--- src/rtl/door_control_pkg.sv ---
// -----------------------------------------------------------------------------
// door_control_pkg
//   Shared types and constants for the door lock controller.
//   - state_t          : controller state encoding (LOCKED, UNLOCKED, ALARM)
//   - PW_W             : width of every password value
//   - DEFAULT_PASSWORD : power-up value of the stored password
//   - CNT_W            : width of the consecutive-failure counter
// -----------------------------------------------------------------------------
package door_control_pkg;

  localparam int PW_W  = 14;
  localparam int CNT_W = 3;

  localparam logic [PW_W-1:0] DEFAULT_PASSWORD = 14'd1111;

  typedef enum logic [1:0] {
    LOCKED   = 2'd0,
    UNLOCKED = 2'd1,
    ALARM    = 2'd2
  } state_t;

endpackage

--- src/rtl/door_attempt_counter.sv ---
// -----------------------------------------------------------------------------
// door_attempt_counter
//   Saturating count of consecutive failed password attempts.
//
//   Parameters:
//     MAX_ATTEMPTS : saturation value (legal range 1..7)
//   Ports:
//     clk    in   system clock
//     reset  in   synchronous active-high reset, clears the count
//     clr    in   clear the count; with inc also high the count loads 1
//                 (a failed attempt that restarts the sequence)
//     inc    in   one more failed attempt
//     at_max out  combinational: the count being written this cycle equals
//                 MAX_ATTEMPTS because of an increment
// -----------------------------------------------------------------------------
module door_attempt_counter
  import door_control_pkg::*;
#(
  parameter int unsigned MAX_ATTEMPTS = 3
) (
  input  logic clk,
  input  logic reset,
  input  logic clr,
  input  logic inc,
  output logic at_max
);

  localparam logic [CNT_W-1:0] MAX_C = CNT_W'(MAX_ATTEMPTS);

  logic [CNT_W-1:0] cnt;
  logic [CNT_W-1:0] cnt_nxt;

  // Never wraps: once at MAX_C further increments hold the value.
  function automatic logic [CNT_W-1:0] sat_inc(input logic [CNT_W-1:0] v);
    return (v >= MAX_C) ? MAX_C : v + CNT_W'(1);
  endfunction

  always_comb begin
    cnt_nxt = cnt;
    if (clr)
      cnt_nxt = inc ? CNT_W'(1) : '0;
    else if (inc)
      cnt_nxt = sat_inc(cnt);
  end

  assign at_max = inc && (cnt_nxt == MAX_C);

  always_ff @(posedge clk) begin
    if (reset)
      cnt <= '0;
    else
      cnt <= cnt_nxt;
  end

endmodule

--- src/rtl/door_control.sv ---
// -----------------------------------------------------------------------------
// door_control
//   Password-protected door lock controller. Authenticates keypad codes
//   against a stored password, drives the lock actuator and latches an alarm
//   after MAX_ATTEMPTS consecutive failed submits.
//
//   Parameters:
//     MAX_ATTEMPTS : consecutive failures that trigger ALARM (1..7)
//   Ports:
//     clk             in   system clock
//     reset           in   synchronous active-high reset (highest priority)
//     submit          in   1-cycle pulse: compare password_in with stored pw
//     password_in     in   keypad code (PW_W bits)
//     new_password    in   replacement code (PW_W bits)
//     change_password in   overwrite stored pw (honoured only in UNLOCKED)
//     unlock_button   in   inside manual release
//     ms_button       in   return-to-main-menu / relock
//     unlock_signal   out  door unlocked   (registered, Moore)
//     lock_signal     out  door locked     (registered, Moore)
//     alarm_signal    out  alarm active    (registered, Moore)
//
//   Build option:
//     DOOR_RESET_PASSWORD_EN : when defined, reset also restores the stored
//                              password to DEFAULT_PASSWORD. When undefined
//                              the stored password survives reset.
// -----------------------------------------------------------------------------
module door_control
  import door_control_pkg::*;
#(
  parameter int unsigned MAX_ATTEMPTS = 3
) (
  input  logic            clk,
  input  logic            reset,
  input  logic            submit,
  input  logic [PW_W-1:0] password_in,
  input  logic [PW_W-1:0] new_password,
  input  logic            change_password,
  input  logic            unlock_button,
  input  logic            ms_button,
  output logic            unlock_signal,
  output logic            lock_signal,
  output logic            alarm_signal
);

  state_t          state;
  state_t          state_nxt;
  logic [PW_W-1:0] stored_pw = DEFAULT_PASSWORD;
  logic            pw_match;
  logic            pw_we;
  logic            cnt_clr;
  logic            cnt_inc;
  logic            cnt_at_max;

  assign pw_match = (password_in == stored_pw);

  door_attempt_counter #(
    .MAX_ATTEMPTS (MAX_ATTEMPTS)
  ) u_attempt_cnt (
    .clk    (clk),
    .reset  (reset),
    .clr    (cnt_clr),
    .inc    (cnt_inc),
    .at_max (cnt_at_max)
  );

  // Next-state, counter control and password write enable. A mismatch from
  // UNLOCKED asserts clr and inc together so the counter restarts at 1.
  always_comb begin
    state_nxt = state;
    cnt_clr   = 1'b0;
    cnt_inc   = 1'b0;
    pw_we     = 1'b0;
    case (state)
      LOCKED: begin
        if (submit) begin
          if (pw_match) begin
            state_nxt = UNLOCKED;
            cnt_clr   = 1'b1;
          end else begin
            cnt_inc   = 1'b1;
            state_nxt = cnt_at_max ? ALARM : LOCKED;
          end
        end else if (unlock_button) begin
          state_nxt = UNLOCKED;
          cnt_clr   = 1'b1;
        end
      end
      UNLOCKED: begin
        if (ms_button) begin
          state_nxt = LOCKED;
          cnt_clr   = 1'b1;
        end else if (submit) begin
          if (pw_match) begin
            cnt_clr = 1'b1;
          end else begin
            cnt_clr   = 1'b1;
            cnt_inc   = 1'b1;
            state_nxt = cnt_at_max ? ALARM : LOCKED;
          end
        end else if (change_password) begin
          pw_we = 1'b1;
        end
      end
      ALARM:   state_nxt = ALARM;
      default: state_nxt = LOCKED;
    endcase
  end

  always_ff @(posedge clk) begin
    if (reset) begin
      state         <= LOCKED;
      unlock_signal <= 1'b0;
      lock_signal   <= 1'b1;
      alarm_signal  <= 1'b0;
`ifdef DOOR_RESET_PASSWORD_EN
      stored_pw     <= DEFAULT_PASSWORD;
`endif
    end else begin
      state         <= state_nxt;
      unlock_signal <= (state_nxt == UNLOCKED);
      lock_signal   <= (state_nxt != UNLOCKED);
      alarm_signal  <= (state_nxt == ALARM);
      if (pw_we)
        stored_pw <= new_password;
    end
  end

endmodule

--- config.mk ---
export PLATFORM = sky130hd
export DESIGN_NAME = door_control
export DESIGN_NICKNAME = d
export VERILOG_FILES = /design/src/rtl/door_control_pkg.sv /design/src/rtl/door_attempt_counter.sv /design/src/rtl/door_control.sv
export SDC_FILE = /design/constraint.sdc
export NUM_CORES = 1
export LEC_CHECK = 0
export ABC_AREA = 1
export CORE_ASPECT_RATIO = 0.6
export CORE_UTILIZATION = 40
export DETAILED_ROUTE_END_ITERATION = 7
export PLACE_DENSITY = 0.73
export SLEW_MARGIN = 40
export SYNTH_ARGS = -nofsm -noshare
export SYNTH_HDL_FRONTEND = slang
export SYNTH_SLANG_ARGS = --single-unit
--- constraint.sdc ---
create_clock -name clk -period 1.8 [get_ports clk]
set_input_delay 0.27 -clock clk [delete_from_list [all_inputs] [get_ports clk]]
set_output_delay 0.27 -clock clk [all_outputs]
set_load 0.005 [all_outputs]
==> Yosys cells after proc, flatten, opt, wreduce, memory -nomap -nowiden <==
Cells that the tools add are included.
{ "word_totals": {"in_bits": 34, "register_bits": 22, "output_inout_bits": 3} }
{ "op_classes": {"bitwise": 1, "eq_ne": 7, "mux": 26, "n_lt_le_gt_ge": 1, "add_sub_neg": 1, "reduce_logical": 3} }
{ "op_table": {"columns": ["cell", "count"], "rows": [
  ["equality test 14 bit", 1],
  ["two-way mux 2 bit", 7],
  ["two-way mux 1 bit", 13],
  ["two-way mux 3 bit", 3],
  ["case mux 2 bit (3 select lines)", 1],
  ["equality test 2 x 1 -> 1 bit (second input constant)", 2],
  ["equality test 2 bit (second input constant)", 2],
  ["case mux 1 bit (2 select lines)", 2],
  ["adder 3 x 1 -> 3 bit (second input constant)", 1],
  ["equality test 3 x 2 -> 1 bit (second input constant)", 1],
  ["greater-or-equal comparator 3 x 2 -> 1 bit (second input constant)", 1],
  ["zero test 2 bit", 1],
  ["inequality test 2 x 1 -> 1 bit (second input constant)", 1],
  ["AND reduction 2 bit", 1],
  ["logical AND 1 bit", 1],
  ["inverter 1 bit", 1]
]} }

==> Depth between registers and ports, before layout <==
Gate-level depths: netlist of run 1.
{ "depth": {"word_depth": 15, "ltp_mapped": 13, "depth_no_buf": 13} }

==> Cells and area by module <==
A second synthesis of run 1 with hierarchy kept.
{ "hier_totals": {"hier_cells": 139, "hier_area_um2": 1083.5} }
{ "by_module_without_submodules": {"columns": ["mod", "seq_area_each_um2", "instances", "area_per_inst_um2", "cells_per_inst"], "rows": [
  ["door_control", 520.5, 1, 914.6, 114],
  ["door_attempt_counter", 60.1, 1, 168.9, 25]
]} }

==> Worst setup path before layout of run 1 <==
No wires, ideal clock.
{ "synth_path": {"kind": "flip-flop to flip-flop", "startpoint": "register state[0]", "endpoint": "register stored_pw[0], enable pin", "path_slack_ns": 0.177, "stages_incl_launch_ff": 5, "t_arrival_ns": 1.238, "period_less_slack_ns": 1.623, "path_buffers": 0, "path_cell_list": "dfxtp_1 -> inv_1 -> nor2_1 -> nand3_1 -> nor2_1"} }
{ "synth_via": {"elab_chain_cells": 3} }
{ "synth_lines": {"columns": ["element", "line_no", "source"], "rows": [
  ["from (decl)", "door_control.sv:45", "state_t state;"],
  ["from (signal assigned)", "door_control.sv:119", "state <= state_nxt;"],
  ["equality test 2 x 1 -> 1 bit", "door_control.sv:73", "case (state)"],
  ["two-way mux 1 bit", "door_control.sv:73", null],
  ["AND reduction 2 bit (no source line)", null, null],
  ["to (signal assigned)", "door_control.sv:124", "stored_pw <= new_password;"],
  ["to (decl)", "door_control.sv:47", "logic [PW_W-1:0] stored_pw = DEFAULT_PASSWORD;"]
]} }
No other way between the ends.
A chain may end at the register's enable or synchronous reset.

==> Worst setup path after layout of run 1 <==
{ "layout_path": {"startpoint": "input port password_in[12]", "endpoint": "register alarm_signal"} }
{ "layout_via": {"elab_chain_cells": 15} }
{ "layout_lines": {"columns": ["element", "line_no", "source"], "rows": [
  ["from (decl)", "door_control.sv:35", "input logic [PW_W-1:0] password_in,"],
  ["equality test 14 bit *", "door_control.sv:54", "assign pw_match = (password_in == stored_pw);"],
  ["two-way mux 1 bit", "door_control.sv:76, door_control.sv:93", null],
  ["two-way mux 1 bit", "door_control.sv:92", "end else if (submit) begin"],
  ["two-way mux 1 bit", "door_control.sv:89", "if (ms_button) begin"],
  ["case mux 1 bit (2 select lines)", "door_control.sv:73", null],
  ["two-way mux 3 bit or two-way mux 1 bit (tied branches)", "door_attempt_counter.sv:42, door_attempt_counter.sv:41", null],
  ["two-way mux 3 bit", "door_attempt_counter.sv:40", "if (clr)"],
  ["equality test 3 x 2 -> 1 bit", "door_attempt_counter.sv:46", "assign at_max = inc && (cnt_nxt == MAX_C);"],
  ["logical AND 1 bit", "door_attempt_counter.sv:46", null],
  ["two-way mux 2 bit", "door_control.sv:81, door_control.sv:98", null],
  ["two-way mux 2 bit", "door_control.sv:93", "if (pw_match) begin"],
  ["two-way mux 2 bit", "door_control.sv:92", null],
  ["two-way mux 2 bit", "door_control.sv:89", null],
  ["case mux 2 bit (3 select lines) *", "door_control.sv:73", null],
  ["equality test 2 bit *", "door_control.sv:122", "alarm_signal <= (state_nxt == ALARM);"],
  ["to (signal assigned)", "door_control.sv:122", null],
  ["to (decl)", "door_control.sv:42", "output logic alarm_signal"]
]} }
Every way passes the cells marked *; elsewhere a longest branch is shown, timed or not.

==> impl_metrics.toml, run 1 <==
[floorplanning]
die-height_um = 43.0
row_count = 14
die_x_um = 70.4
io_pins = 37
die-area_um2 = 3030
core_um2 = 2570
initial_core_util_pct = 43.6

[yosys]
syn-num-nets = 176
ys_ff_latch = 22
avgSynthCellArea_um2 = 7.96
syn_inst = 141
syn_area_um2 = 1120
ys_warn_count = 0
yosysSeqAreaShare_pct = 51.7
ys_types = 22

[route]
drc = 0
wl_met3_um = 144
drtIter0Drc = 49
dr_wl_met2_um = 1170
maxUsedRoutingLayer = "met4"
drt-met1-wl_um = 1100
wirelength_um = 2430
vias = 983
dr.pass1.iters = 4
wl_per_cell_um = 11.2
viasPerCell = 4.55
detail-route-antenna-nets = 0

[timing]
period_share_pct = 90.4
rsz0062_at_grt = "true"
slew_headroom_pct = 74.9
post-route-min-period_ns = 1.63
timing.final.hold_violations = 0
worst_pin_slew_ns = 0.376
setup_slack_ns = 0.174
finalClockSkew_ns = 0.00671
setup_tns_ns = 0
slew_viol_final = 0
fmax_mhz = 615
finalSetupViolations = 0

[grt]
gr-total-overflow = 0
track_usage_pct = 18.8
grt_pass1_wl_um = 4290
antenna_found_initial = 0
grt_pass1_vias = 1047
grt_max_degree = 15

[outcome]
outcome = "finished clean"

[critical_path]
crit_required_ns = 1.96
critical_path_class = "primary input to register"
end_kind = "register"
critPathMaxFanout = 4
cp-start-kind = "primary input"
cp_data_arrival_time_ns = 1.79

[cts]
cts_buffers = 3
clkTransAtPathRegs_ns = 0.08
clk_latency_ns = 0.27
ctsHoldBuffers = 0
cts_tree = "built"
clockRootBuffer = "clkbuf_8"
clock-sinks = 22
cts_max_level = 1
cts_max_path_buffers = 2
post-cts-setup-buffer-count = 0

[place]
dp_slack_ns = -0.0868
gp_congestion = 0.791
io_buffers = 36
dpl-instance-area_um2 = 1550
dp_hpwl_um = 1920

[final_layout]
multi_input_area_um2 = 440
n_antenna_cell = 0
drive_gt1_share_pct = 12.0
fin_area_um2 = 1620
nNetsFinal = 220
fillCellCount = 225
finalCoreUtilization_pct = 62.7
area_growth_pct = 43.9
regArea_um2 = 581
final_common_cell = "nand2_1"
layout_common_cells = "nand2_1 (44), clkdlybuf4s50_1 (36), inv_1 (28)"

[power]
irDropWorstVdd_mv = 0.565
powerDensity_nw_per_um2 = 695
leakage_nw = 0.750
power_mw = 1.12

[hold_path]
hp-class = "register to register"

[job]
maxCapViolCount = 0
## final cells by class
| class | count | area share [%] |
|---|---|---|
| well taps | 32 | 2.48 |
| repair buffers | 40 | 24.2 |
| inverters | 29 | 6.74 |
| clock buffers | 4 | 3.41 |
| multi-input cells | 89 | 27.3 |
| flip-flops and latches | 22 | 35.9 |
## report_power, final
part	internal (mW)	switching (mW)	total [mW]	leakage, nW
clock network	0.195	0.161	0.356	0.0288
registers	0.550	0.0106	0.560	0.192
logic	0.119	0.0876	0.207	0.530
## final timing paths
kind | startpoint | slack, ns | endpoint | depth (start not counted)
hold reg to reg | u_attempt_cnt.cnt[2]$_SDFF_PP0_ | 0.47 | u_attempt_cnt.cnt[2]$_SDFF_PP0_ | 2
hold / removal | u_attempt_cnt.cnt[2]$_SDFF_PP0_ | 0.47 | u_attempt_cnt.cnt[2]$_SDFF_PP0_ | 2
setup reg to reg | stored_pw[3]$_DFFE_PP_ | 0.31 | alarm_signal$_SDFF_PP0_ | 12
setup / recovery | password_in[12] | 0.17 | alarm_signal$_SDFF_PP0_ | 14
## layer usage
metal | vias up | GRT usage [%]
li1 | 516 | -
met4 | 0 | 4.80
met1 | 436 | 21.8
met5 | - | 0
met2 | 29 | 34.3
met3 | 2 | 5.46
## logic make-up (layout without fill, tap and decap cells)
family / after synthesis / after routing / synth area share (%)
DFF: 22 / 22 / 51.7
AOI/OAI and AO/OA: 7 / 7 / 4.01
adders and majority gates: 1 / 1 / 1.11
buffers and inverters: 30 / 73 / 10.0
xor gates and xnor gates: 2 / 2 / 1.56
and+or+nand+nor: 79 / 79 / 31.5
## metrics by stage
stage               instances  hold WS [ns]
global placement          212         0.440
global route              216         0.500
CTS                       216         0.467
detailed placement        212         0.451
finish                    216         0.471
floorplan                 141         0.369
## repair_timing
action | CTS | global route
hold endpoints to repair | 0 | 0
gates resized for setup | 0 | 2
setup endpoints to repair | 0 | 1
## sequential cells by signal, summed over array words and instances, names as in the netlist
signal	cells
state	2
u_attempt_cnt.cnt	3
unlock_signal	1
alarm_signal	1
lock_signal	1
stored_pw	14
## worst max-delay path: stages
cell and delay (ns):
clkdlybuf4s50_1 0.50, inv_1 0.05, nand2_1 0.05, nand2_1 0.05, nor2_1 0.10, nand2_1 0.07, nor2_2 0.13, nand2_2 0.11
nand2_2 0.11, nand2_2 0.07, nand2_4 0.07, nand2_2 0.05, nand3_2 0.08, a21oi_1 0.06
## synthesized netlist by cell type
library cell / instances / share of area, %
nor2_1: 20 / 6.7
edfxtp_1: 14 / 37
dfxtp_1: 8 / 14
nand2_1: 44 / 15
inv_1: 28 / 9.4
nand3_1: 1 / 0.45
nand2_4: 1 / 1.0
nor3_1: 1 / 0.45
nand4_1: 2 / 1.1
nor2_2: 2 / 1.1
nand2_2: 5 / 2.8
a21oi_1: 3 / 1.3
a21oi_2: 1 / 0.78
o21ai_1: 1 / 0.45
ha_1: 1 / 1.1
inv_2: 1 / 0.33
nand3_2: 2 / 1.8
clkbuf_1: 1 / 0.33
nor3_4: 1 / 1.4
xnor2_1: 2 / 1.6
a211o_1: 1 / 0.78
a211oi_1: 1 / 0.67
(Power assumes the default switching activity.)
==> run 2: changes to the inputs <==
--- a/config.mk
+++ b/config.mk
@@ -7,9 +7,10 @@
 export LEC_CHECK = 0
 export ABC_AREA = 1
 export CORE_ASPECT_RATIO = 0.6
+export CORE_MARGIN = 1
 export CORE_UTILIZATION = 40
 export DETAILED_ROUTE_END_ITERATION = 7
-export PLACE_DENSITY = 0.73
+export PLACE_DENSITY = 0.71
 export SLEW_MARGIN = 40
 export SYNTH_ARGS = -nofsm -noshare
 export SYNTH_HDL_FRONTEND = slang
==> run 2 against run 1 <==
Compared with the run above: routed wire length shrank 3.8%; global-route usage shrank 0.29 points; cell area rose by 0.31%; non-clock buffer count unchanged; register-to-register slack about the same; combinational power shrank 2%; utilization rose by 0.19 points; critical path depth is the same; sequential share of layout area shrank 0.11 points; final cell count unchanged; fmax up 2.6%; first-iteration DRC count up 6.1%; largest cell class unchanged; highest routed layer unchanged.
==> impl_metrics.toml, run 2 (synthesis gave the netlist of run 1 again) <==
[timing]
slew_viol_final = 0
post-route-min-period_ns = 1.59
slew_headroom_pct = 80.3
worst_pin_slew_ns = 0.296
timing.final.hold_violations = 0
period_share_pct = 88.1
finalClockSkew_ns = 0.00472
fmax_mhz = 631
rsz0062_at_grt = "false"
finalSetupViolations = 0

[critical_path]
critical_path_class = "primary input to register"
slowest_delay_ns = 0.48
path_common_cell = "nand2_2"
cp_data_arrival_time_ns = 1.75
cp-start-kind = "primary input"
crit_required_ns = 1.96
critPathMaxFanout = 4
end_kind = "register"
timing.critical_path.cells = "clkdlybuf4s50_1 > inv_1 > nand2_1 > nand2_1 > nor2_1 > nand2_1 > nor2_1 > nand2_2 > nand2_2 > nand2_2 > nand2_4 > nand2_2 > nand3_2 > a21oi_1"
cpMaxStageDelayCell = "clkdlybuf4s50_1"

[place]
dpl-instance-area_um2 = 1550
gp_congestion = 0.844
io_buffers = 36
dp_hpwl_um = 1830

[final_layout]
regMostFlops = "stored_pw"
area_growth_pct = 44.4
n_antenna_cell = 0
final_common_cell = "nand2_1"
layout_common_cells = "nand2_1 (44), clkdlybuf4s50_1 (36), inv_1 (28)"
drive_gt1_share_pct = 11.4
nNetsFinal = 220
fin_area_um2 = 1620
largest_reg_flops = 14
reg_top3 = "stored_pw (14), u_attempt_cnt.cnt (3), state (2)"

[route]
drc = 0
drtIter0Drc = 52
detail-route-antenna-nets = 0
vias = 968
dr.pass1.iters = 4
viasPerCell = 4.48
wl_per_cell_um = 10.8
wirelength_um = 2330

[power]
power_mw = 1.23
leakage_nw = 0.757
irDropWorstVdd_mv = 0.585
powerDensity_nw_per_um2 = 756

[hold_path]
hp-class = "register to register"

[grt]
track_usage_pct = 18.5
grt_pass1_wl_um = 4140
grt_max_degree = 14
antenna_found_initial = 0
grt_pass1_vias = 977
gr-total-overflow = 0

[cts]
cts_max_path_buffers = 2
clockRootBuffer = "clkbuf_8"
clock-sinks = 22
clkTransAtPathRegs_ns = 0.08
post-cts-setup-buffer-count = 0
clk_latency_ns = 0.27
cts_buffers = 3
cts.repair.resized = 0
cts_tree = "built"
ctsHoldBuffers = 0
cts_max_level = 1

[floorplanning]
io_pins = 37
row_count = 14
die-height_um = 43.0
die-area_um2 = 3030
core_um2 = 2570
die_x_um = 70.4
initial_core_util_pct = 43.6

[outcome]
outcome = "finished clean"

[job]
maxCapViolCount = 0
==> run 2: final timing paths <==
check / startpoint / end / slack, ns / cells after the start
setup / recovery: password_in[0] / alarm_signal$_SDFF_PP0_ / 0.21 / 14
hold / removal: u_attempt_cnt.cnt[2]$_SDFF_PP0_ / u_attempt_cnt.cnt[2]$_SDFF_PP0_ / 0.46 / 2
setup reg to reg: stored_pw[1]$_DFFE_PP_ / alarm_signal$_SDFF_PP0_ / 0.31 / 12
hold reg to reg: u_attempt_cnt.cnt[2]$_SDFF_PP0_ / u_attempt_cnt.cnt[2]$_SDFF_PP0_ / 0.46 / 2
==> run 2: area by class of cell <==
class / instances / area, um2
Multi-Input combinational cell: 89 / 429
Tap cell: 32 / 40.0
Timing Repair Buffer: 40 / 390
Clock buffer: 3 / 41.3
Fill cell: 217 / 955
Sequential cell: 22 / 581
Clock inverter: 1 / 30.0
Inverter: 29 / 109
==> run 2: critical path: cells and delay by family <==
| family | cells | cell delay [ns] |
|---|---|---|
| buf+inv | 2 | 0.53 |
| simple gates | 11 | 0.88 |
| compound gates | 1 | 0.06 |
==> run 2: per-layer routing <==
metal / part of all wire, % / vias to the layer above / global-route usage [%]
met4: 0.81 / 0 / 6.00
li1: - / 516 / -
met2: 47 / 24 / 33.3
met3: 6.3 / 2 / 6.65
met5: 0 / - / 0
met1: 45 / 426 / 20.5
==> run 2: per-stage QoR <==
stage               instances  setup slack, ns  util, %  hold slack (ns)  setup TNS, ns
CTS                       216            0.218     62.9            0.463              0
global placement          212          0.00678     60.2            0.439              0
floorplan                 141            0.177        -            0.369              0
global route              216           0.0473     62.9            0.483              0
detailed placement        212          -0.0451     60.2            0.449         -0.536
finish                    216            0.215     62.9            0.461              0
==> run 2: where the power goes <==
part | internal [mW] | switching (mW) | total, mW
Combinational | 0.116 | 0.0854 | 0.202
Sequential | 0.550 | 0.0107 | 0.560
Clock | 0.297 | 0.166 | 0.463
Total | 0.963 | 0.262 | 1.23
==> run 3: changes to the inputs <==
--- a/config.mk
+++ b/config.mk
@@ -6,12 +6,14 @@
 export NUM_CORES = 1
 export LEC_CHECK = 0
 export ABC_AREA = 1
+export CAP_MARGIN = 25
 export CORE_ASPECT_RATIO = 0.6
 export CORE_MARGIN = 1
 export CORE_UTILIZATION = 40
 export DETAILED_ROUTE_END_ITERATION = 7
-export PLACE_DENSITY = 0.71
+export PLACE_DENSITY = 0.72
 export SLEW_MARGIN = 40
 export SYNTH_ARGS = -nofsm -noshare
 export SYNTH_HDL_FRONTEND = slang
+export SYNTH_HIERARCHICAL = 1
 export SYNTH_SLANG_ARGS = --single-unit
==> run 3 against run 2 <==
Compared with the run above: the run now ends with negative setup slack left; cell area grew 3.5%; synthesized cell count shrank 1.4%; hold slack gained 0.0013 ns; register-to-register slack lost 0.40 ns; synthesized area shrank 3.5%; combinational power grew 5%; critical path depth grew 3; clock power shrank 34%; routed wire length grew 3.7%; setup slack lost 0.31 ns; global-route usage grew 0.15 points; utilization grew 3.1 points.
==> impl_metrics.toml, run 3 <==
[grt]
grt_pass1_vias = 981
grt_max_degree = 15
track_usage_pct = 18.7
antenna_found_initial = 0
gr-total-overflow = 0
grt_pass1_wl_um = 4170

[cts]
cts_max_level = 1
clkTransAtPathRegs_ns = 0.07
clock-sinks = 22
cts_tree = "built"
clk_latency_ns = 0.26
clockRootBuffer = "clkbuf_8"
cts_buffers = 3
cts_max_path_buffers = 2

[timing]
post-route-min-period_ns = 1.89
period_share_pct = 105
setup_slack_ns = -0.0911
finalSetupViolations = 3
slew_headroom_pct = 82.9
timing.final.hold_violations = 0
rsz0062_at_grt = "true"
slew_viol_final = 0
worst_pin_slew_ns = 0.254
fmax_mhz = 529
finalClockSkew_ns = 0.00711

[yosys]
synth_edf_count = 14
async_flop_share_pct = 0
synth_top_cell_by_area = "edfxtp_1"
syn_inst = 139
synth.top_cell.area_share_pct = 38.8
ys_types = 17
synth_common_cells = "nand2_1 (44), inv_1 (26), nor2_1 (24)"
avgSynthCellArea_um2 = 7.80
syn-num-nets = 174
yosysSeqAreaShare_pct = 53.6
ys_warn_count = 6
synth_ff_type = "edfxtp_1"
ys_ff_latch = 22
synth.area.top_cells = "edfxtp_1 (39%), nand2_1 (15%), dfxtp_1 (15%)"
yosysMostFrequentCell = "nand2_1"
syn_area_um2 = 1080

[power]
power_frac_seq_pct = 51.8
p_comb_share_pct = 19.8
power.switching_mw = 0.251
powerDensity_nw_per_um2 = 640
irDropWorstVdd_mv = 0.455
power_mw = 1.07
intPower_mw = 0.823
p_sw_share_pct = 23.3
leakage_nw = 0.808
clkPwrFrac_pct = 28.4

[final_layout]
final_common_cell = "nand2_1"
n_antenna_cell = 0
area_growth_pct = 54.7
reg_top3 = "stored_pw (14), u_attempt_cnt/cnt (3), state (2)"
drive_gt1_share_pct = 17.2
finalCoreUtilization_pct = 66.0
layout_common_cells = "nand2_1 (42), inv_1 (25), clkdlybuf4s50_1 (24)"
largest_reg_flops = 14
regMostFlops = "stored_pw"
nNetsFinal = 228

[hold_path]
whs_endpoint = "u_attempt_cnt/cnt[2]$_SDFF_PP0_"
min-delay-start = "u_attempt_cnt/cnt[2]$_SDFF_PP0_"
holdPathStages = 2
hp-class = "register to register"

[critical_path]
critPathMaxFanout = 4
cpMaxStageDelayCell = "edfxtp_1"
r2r-start = "stored_pw[5]$_DFFE_PP_"
critical_path_class = "register to register"
cpLargestDelayFamily = "simple AND/OR/NAND/NOR gates"
crit_required_ns = 2.00
reg2reg_slack_ns = -0.09
slowest_delay_ns = 0.40
worstReg2RegEnd = "alarm_signal$_SDFF_PP0_"
cp-start-kind = "register"
cp_data_arrival_time_ns = 2.09
r2r_cells = 17
path_buf_inv = 3
startpoint = "stored_pw[5]$_DFFE_PP_"
timing.critical_path.cells = "nand2_1 > inv_1 > nor2_1 > nor2_1 > nand2_1 > nor2_1 > nand2_1 > nand2_2 > a211oi_2 > buf_4 > inv_4 > o21bai_1 > nor2_2 > nand3_1 > nand2_1 > nand2_2 > nor2_1"
end_kind = "register"

[outcome]
outcome = "finished, violations left"
violations = "negative setup slack"

[place]
dp_hpwl_um = 1850
gp_congestion = 0.767
io_buffers = 36

[floorplanning]
io_pins = 37
initial_core_util_pct = 42.7
die_x_um = 69.2
row_count = 14
die-height_um = 42.3
die-area_um2 = 2930
core_um2 = 2540

[route]
dr.pass1.iters = 4
wl_per_cell_um = 10.8
drtIter0Drc = 20
drc = 0
detail-route-antenna-nets = 0
vias = 1003
wirelength_um = 2420
viasPerCell = 4.48

[job]
maxCapViolCount = 0
run 3: cell count changes after synthesis, moves of 2 or more:
cell and delta:
o21ai_0 +3, nand4_1 -2, nand3_2 -2, nand3_1 +3, inv_1 -2, nand2_2 -2, o21bai_1 +2, a21oi_1 -3
nor2_1 +4
run 3: how the worst max path moves through the flow:
stage | to | slack [ns] | depth (start not counted)
floorplan | alarm_signal$_SDFF_PP0_ | 0.0005 | 18
global placement | alarm_signal$_SDFF_PP0_ | -0.36 | 19
detailed placement | state[1]$_SDFF_PP0_ | -0.56 | 19
CTS | state[1]$_SDFF_PP0_ | -0.20 | 19
global route | alarm_signal$_SDFF_PP0_ | -0.27 | 17
finish | alarm_signal$_SDFF_PP0_ | -0.09 | 17
run 3: routing by layer:
| layer | track usage [%] | wire, um | up-vias |
|---|---|---|---|
| li1 | - | - | 527 |
| met4 | 1.22 | 0 | 0 |
| met1 | 23.2 | 1140 | 440 |
| met5 | 0 | 0 | - |
| met2 | 32.2 | 1110 | 36 |
| met3 | 7.45 | 171 | 0 |
run 3: area by class of cell:
type / count / area (um2)
fillers: 218 / 863
flip-flops and latches: 22 / 581
repair buffers: 49 / 459
multi-input cells: 89 / 444
inverters: 28 / 108
clock buffers: 3 / 41.3
well taps: 32 / 40.0
clock inverters: 1 / 3.75
run 3: worst reg2reg max path, stage by stage, from the launching register on:
cell	delay, ns
edfxtp_1	0.40
nand2_1	0.07
inv_1	0.03
nor2_1	0.09
nor2_1	0.05
nand2_1	0.05
nor2_1	0.04
nand2_1	0.09
nand2_2	0.08
a211oi_2	0.17
buf_4	0.17
inv_4	0.04
o21bai_1	0.15
nor2_2	0.10
nand3_1	0.07
nand2_1	0.07
nand2_2	0.06
nor2_1	0.09
run 3: power by group through the flow:
stage,registers (mW),logic (mW),clock network (mW)
3_3_place_gp,0.567,0.181,0
3_5_place_dp,0.567,0.191,0
2_1_floorplan,0.566,0.0697,0
6_report,0.556,0.213,0.304
4_1_cts,0.556,0.207,0.318
5_1_grt,0.558,0.234,0.337
run 3: cell families after synthesis:
kind of cell	Yosys count	share of synthesized area (%)
and+or+nand+nor	79	29.9
buffers and inverters	28	9.70
DFF	22	53.6
xor gates and xnor gates	2	1.62
AOI/OAI and AO/OA	7	4.04
adders and majority gates	1	1.15
run 3: metrics by stage:
stage	cell area [um2]	hold WS [ns]	worst slack, ns	TNS (ns)	std cells
after global routing	1680	0.484	-0.272	-0.737	224
after detailed placement	1570	0.449	-0.562	-1.73	215
after floorplan	1090	0.342	0.000452	0	139
after CTS	1660	0.460	-0.195	-0.511	224
after global placement	1570	0.476	-0.362	-1.03	215
final	1680	0.463	-0.0911	-0.210	224
run 3: repair_timing:
action | CTS | global route
hold buffers | 0 | 0
setup endpoints to repair | 3 | 4
pin swaps | 13 | 10
resized for setup | 16 | 6
setup buffers | 5 | 0
